File: src/rtl/ctrl_rega.sv
// ctrl_rega: tank-fill / irrigation controller.
//
// Three raw tank probes are debounced into filtered levels l/m/h. A small FSM
// keeps the tank topped up with the pump and runs the sprinkler valve when
// the soil asks for water. It latches into FAULT when the levels become
// inconsistent or when a fill takes too long. FAULT is left only by reset.
//
// Parameters
//   DEB  consecutive differing cycles before a filtered level follows its raw probe (1..255)
//   TMO  maximum cycles allowed in FILL before a timeout fault (1..65535)
// Ports
//   clk            system clock, rising edge
//   rst            synchronous active-high reset
//   s_l, s_m, s_h  raw tank probes, 1 = water present
//   umid           soil-dry request, used unfiltered
//   l, m, h        debounced probe levels
//   vs             sprinkler valve enable
//   bs             pump enable
//   err            filtered levels are not a thermometer code
//   flt            controller is in FAULT
//   st             state code: INIT=0, IDLE=1, FILL=2, IRRIG=3, FAULT=4
module ctrl_rega #(
    parameter int unsigned DEB = 4,
    parameter int unsigned TMO = 1000
) (
    input  logic       clk,
    input  logic       rst,
    input  logic       s_l,
    input  logic       s_m,
    input  logic       s_h,
    input  logic       umid,
    output logic       l,
    output logic       m,
    output logic       h,
    output logic       vs,
    output logic       bs,
    output logic       err,
    output logic       flt,
    output logic [2:0] st
);

    typedef enum logic [2:0] {
        S_INIT  = 3'd0,
        S_IDLE  = 3'd1,
        S_FILL  = 3'd2,
        S_IRRIG = 3'd3,
        S_FAULT = 3'd4
    } state_t;

    localparam logic [7:0]  DEB_LAST  = 8'(DEB - 1);
    localparam logic [7:0]  INIT_LAST = 8'(DEB);
    localparam logic [15:0] TMO_LAST  = 16'(TMO - 1);

    logic [2:0]  w_raw;
    logic [2:0]  r_filt;
    logic [7:0]  r_dcnt [3];
    logic        r_err;
    logic        w_lvl_ok;

    state_t      r_state;
    state_t      w_nstate;
    logic [7:0]  r_icnt;
    logic [15:0] r_tcnt;
    logic        w_tmo;
    logic        r_vs;
    logic        r_bs;
    logic        r_flt;
    logic        w_vs;
    logic        w_bs;
    logic        w_flt;

    assign w_raw = {s_h, s_m, s_l};

    // Per-probe debounce: the counter runs only while raw disagrees with the
    // filtered value; the DEB-th consecutive disagreement commits the change.
    for (genvar g = 0; g < 3; g++) begin : g_deb
        always_ff @(posedge clk) begin
            if (rst) begin
                r_filt[g] <= 1'b0;
                r_dcnt[g] <= '0;
            end else if (w_raw[g] == r_filt[g]) begin
                r_dcnt[g] <= '0;
            end else if (r_dcnt[g] == DEB_LAST) begin
                r_filt[g] <= w_raw[g];
                r_dcnt[g] <= '0;
            end else begin
                r_dcnt[g] <= r_dcnt[g] + 8'd1;
            end
        end
    end

    // Valid levels fill from the bottom: 000, 001, 011, 111.
    assign w_lvl_ok = (r_filt == 3'b000) || (r_filt == 3'b001) ||
                      (r_filt == 3'b011) || (r_filt == 3'b111);

    assign w_tmo = (r_tcnt == TMO_LAST);

    always_ff @(posedge clk) begin
        if (rst) begin
            r_err   <= 1'b0;
            r_state <= S_INIT;
            r_icnt  <= '0;
            r_tcnt  <= '0;
            r_vs    <= 1'b0;
            r_bs    <= 1'b0;
            r_flt   <= 1'b0;
        end else begin
            r_err   <= ~w_lvl_ok;
            r_state <= w_nstate;
            r_vs    <= w_vs;
            r_bs    <= w_bs;
            r_flt   <= w_flt;
            if (r_state == S_INIT) begin
                r_icnt <= r_icnt + 8'd1;
            end
            // Cleared on the entry edge so the first FILL cycle sees zero.
            if (w_nstate == S_FILL && r_state != S_FILL) begin
                r_tcnt <= '0;
            end else if (r_state == S_FILL) begin
                r_tcnt <= r_tcnt + 16'd1;
            end
        end
    end

    // Next state, with the outputs decoded from the state being entered so
    // the registered outputs line up with st.
    always_comb begin
        w_nstate = r_state;
        case (r_state)
            S_INIT: begin
                if (r_icnt == INIT_LAST) w_nstate = S_IDLE;
            end
            S_IDLE: begin
                if (r_err)           w_nstate = S_FAULT;
                else if (!r_filt[0]) w_nstate = S_FILL;
                else if (umid)       w_nstate = S_IRRIG;
            end
            S_FILL: begin
                // h wins over a same-edge timeout.
                if (r_err)          w_nstate = S_FAULT;
                else if (r_filt[2]) w_nstate = S_IDLE;
                else if (w_tmo)     w_nstate = S_FAULT;
            end
            S_IRRIG: begin
                if (r_err)           w_nstate = S_FAULT;
                else if (!r_filt[0]) w_nstate = S_FILL;
                else if (!umid)      w_nstate = S_IDLE;
            end
            S_FAULT: w_nstate = S_FAULT;
            default: w_nstate = S_FAULT;
        endcase

        w_vs  = (w_nstate == S_IRRIG);
        w_bs  = (w_nstate == S_FILL);
        w_flt = (w_nstate == S_FAULT);
    end

    assign l   = r_filt[0];
    assign m   = r_filt[1];
    assign h   = r_filt[2];
    assign err = r_err;
    assign vs  = r_vs;
    assign bs  = r_bs;
    assign flt = r_flt;
    assign st  = r_state;

endmodule

File: config.mk
export PLATFORM = sky130hd
export DESIGN_NAME = ctrl_rega
export DESIGN_NICKNAME = d
export VERILOG_FILES = /design/src/rtl/ctrl_rega.sv
export SDC_FILE = /design/constraint.sdc
export NUM_CORES = 1
export LEC_CHECK = 0
export ABC_AREA = 1
export CORE_MARGIN = 1
export CORE_UTILIZATION = 40
export CTS_CLUSTER_SIZE = 28
export DETAILED_ROUTE_END_ITERATION = 8
export GPL_TIMING_DRIVEN = 0
export HOLD_SLACK_MARGIN = 0.06
export SYNTH_ARGS = -nofsm -noshare
export SYNTH_HDL_FRONTEND = slang
export SYNTH_SLANG_ARGS = --single-unit
File: constraint.sdc
create_clock -name clk -period 1.8 [get_ports clk]
set_clock_uncertainty 0.2 [all_clocks]
set_input_delay 0.18 -clock clk [delete_from_list [all_inputs] [get_ports clk]]
set_output_delay 0.18 -clock clk [all_outputs]
set_load 0.005 [all_outputs]
==> results.py <==
metrics = {
    "die": {
        "chipWidth_um": 89.19,
        "coreArea_um2": 7292,
        "start_util": 0.4170,
        "placementRows": 31,
        "die_area_um2": 7954,
        "ios": 16,
        "die_h_um": 89.19,
    },
    "drt": {
        "vias_per_cell": 4.514,
        "drt-wirelength-per-cell_um": 10.28,
        "wl_um": 5604,
        "num_vias": 2460,
        "drcViolationCount": 0,
        "drtAntennaViolNets": 0,
        "drt_iter0_markers": 51,
        "dr.pass1.iters": 4,
    },
    "timing": {
        "fin_ws_ns": 0.1244,
        "slew_violations": 0,
        "min_period_ns": 1.676,
        "holdWs_ns": 0.09565,
        "setup_viol": 0,
        "hold_viol": 0,
        "max_freq_mhz": 596.8,
        "min_period_over_period": 0.9309,
        "rsz0062_at_grt": "no",
    },
    "synth": {
        "synth_area_um2": 3040,
        "synth_compound_area_frac": 0.07901,
        "yosys.area.top_type": "edfxtp_1",
        "synth_top_family_by_area": "simple AND/OR/NAND/NOR gates",
        "synth-simple-area-share": 0.2893,
        "muxShareOfSynthArea": 0.006584,
        "synthAdderAreaFrac": 0.02469,
        "ys_top_cells_by_area": "edfxtp_1 24%, dfxtp_1 22%, nor2_1 9.0%",
        "ys_ff_latch": 58,
        "yosysWarnings": 0,
        "synth-xor-area-share": 0.05473,
        "synth.avg_cell_area_um2": 7.836,
        "ys_seq_area_frac": 0.4609,
        "ys_types": 33,
        "synth.top_cell.area_share": 0.2370,
        "synthCells": 388,
    },
    "cts": {
        "h-tree-depth": 3,
        "path_clk_slew_ns": 0.06,
        "cts_tree": "built",
        "clk_path_buf_depth": 2,
        "cts_made_buffers": 9,
        "cts_root_buf": "clkbuf_8",
        "clk_latency_ns": 0.32,
        "cts.sinks": 58,
    },
    "critical_path": {
        "cp_slowest_cell": "edfxtp_1",
        "path_delay_family": "simple AND/OR/NAND/NOR gates",
        "cpMostUsedCell": "nor2_1",
        "cp.required_ns": 1.68,
        "critPathMaxFanout": 6,
        "arrival_ns": 1.56,
        "cp.depth": 5,
        "path_buf_inv": 1,
        "max_stage_delay_ns": 0.42,
        "path_class": "flop to flop",
        "cp_cell_sequence": "or2_2, nor3_2, nor2_1, inv_2, nor2_1",
        "endpoint_kind": "flop",
        "ff2ff_path_depth": 5,
        "crit_path_start_kind": "flop",
    },
    "final_layout": {
        "nets": 454,
        "fin_area_um2": 3672,
        "fin_util": 0.5036,
        "drive_above_1_share": 0.1121,
        "n_antenna_cell": 0,
        "fill_cells": 757,
        "synthToLayoutAreaGrowth_pct": 20.78,
    },
    "placement": {
        "gp_congestion": 0.7858,
        "place_ws_ns": -0.06437,
        "post_dp_cell_area_um2": 3391,
        "numPortBuffers": 14,
        "hpwl_um": 4107,
    },
    "status": {
        "outcome": "finished clean",
    },
    "power": {
        "peakVddDrop_v": 0.0005701,
        "p_leak_uw": 0.001462,
        "power_density_nw_per_um2": 814.6,
        "finalPower_uw": 2991,
    },
    "hold_path": {
        "hold_path.class": "input port to flop",
        "hold_depth": 4,
    },
    "global_route": {
        "antenna_found_initial": 0,
        "grt_pass1_wl_um": 9901,
        "grt_pass1_vias": 2270,
        "overflow": 0,
        "track_usage": 0.1632,
        "grt_max_degree": 11,
    },
    "run": {
        "drv_cap": 0,
    },
}
[worst paths after layout]
kind,start,slack (ns),endpoint
max,r_dcnt[1][4]$_SDFFCE_PN0P_,0.12,r_dcnt[1][7]$_SDFFCE_PN0P_
min,rst,0.1,r_tcnt[0]$_SDFFE_PP0P_
max reg2reg,r_dcnt[1][4]$_SDFFCE_PN0P_,0.12,r_dcnt[1][7]$_SDFFCE_PN0P_
min reg2reg,r_icnt[1]$_SDFFE_PP0P_,0.30,r_icnt[1]$_SDFFE_PP0P_
[timing repair]
| item | in CTS | in global routing |
|---|---|---|
| buffers inserted | 2 | 3 |
| hold buffers | 1 | 0 |
| pin swaps | 2 | 2 |
| endpoints found under the setup margin | 12 | 23 |
| resized for setup | 3 | 12 |
| hold endpoints to repair | 8 | 0 |
[cell type report]
class	count	area, um^2	area share
inverters	59	221.5	0.06031
well taps	99	123.9	0.03373
clock inverters	3	38.79	0.01056
plain buffers	4	32.53	0.008859
flip-flops and latches	58	1411	0.3843
clock buffers	12	155.1	0.04225
multi-input cells	290	1501	0.4089
repair buffers	20	187.7	0.05111
[sequential cells by signal, summed over array words and instances, names as in the netlist, 3 cells and up]
name / count
r_dcnt: 24
r_tcnt: 16
r_icnt: 8
st: 3
[worst reg2reg max path: stages (launching register included)]
cell and delay [ns]:
edfxtp_1 0.42, or2_2 0.32, nor3_2 0.21, nor2_1 0.11, inv_2 0.12, nor2_1 0.06
[metrics by stage]
stage / TNS, ns / std cells
3_3_place_gp: -0.3782 / 524
5_1_grt: 0 / 545
6_report: 0 / 545
3_5_place_dp: -0.3758 / 524
4_1_cts: 0 / 542
2_1_floorplan: 0 / 411
[power breakdown]
group / switching (uW) / internal [uW] / leakage (uW)
clock: 471 / 701 / 0.0000999
combinational: 183 / 134 / 0.000837
sequential: 63.6 / 1440 / 0.000525
total: 718 / 2270 / 0.00146
[cell usage after synthesis]
cell       n
a211oi_1   2
a21boi_0   2
a21oi_1   20
buf_2      2
buf_6      2
conb_1     1
dfxtp_1   34
edfxtp_1  24
ha_1       6
inv_1     58
inv_2      1
mux2i_1    2
nand2_1   62
nand2_2    1
nand2_4    1
nand3_1   30
nand3_2    2
nand4_1    5
nor2_1    73
nor2_2     3
nor2_4     2
nor3_1     9
nor3_2     1
nor3_4     1
nor3b_1    3
o211ai_1   1
o211ai_2   1
o21a_1     2
o21ai_0   14
o21ai_1    1
or2_2      3
xnor2_1    5
xor2_1    14
[metal layers]
metal | track usage | vias to the layer above | wire length [um]
li1 | - | 1333 | -
met1 | 0.2198 | 1096 | 2890
met2 | 0.2491 | 27 | 2478
met3 | 0.05263 | 4 | 166
met4 | 0.05195 | 0 | 68
met5 | 0 | - | 0
[cell families after synthesis]
| logic type | Yosys count |
|---|---|
| xor+xnor | 19 |
| buf+inv | 63 |
| simple gates | 196 |
| flops | 58 |
| compound gates | 43 |
| other cells | 1 |
| mux | 2 |
| fa+ha+maj | 6 |
[placed cells by master (no fill, tap or decap), drive strengths merged]
cell type	synthesis	routed
a211oi	2	2
a21boi	2	2
a21oi	20	20
buf	4	9
bufinv	0	1
clkbuf	0	12
clkdlybuf4s50	0	14
clkinv	0	2
conb	1	24
dfxtp	34	34
dlygate4sd3	0	1
edfxtp	24	24
ha	6	6
inv	59	59
mux2i	2	2
nand2	64	64
nand3	32	32
nand4	5	5
nor2	78	78
nor3	11	11
nor3b	3	3
o211ai	2	2
o21a	2	2
o21ai	15	15
or2	3	3
xnor2	5	5
xor2	14	14
(Power assumes the default switching activity.)
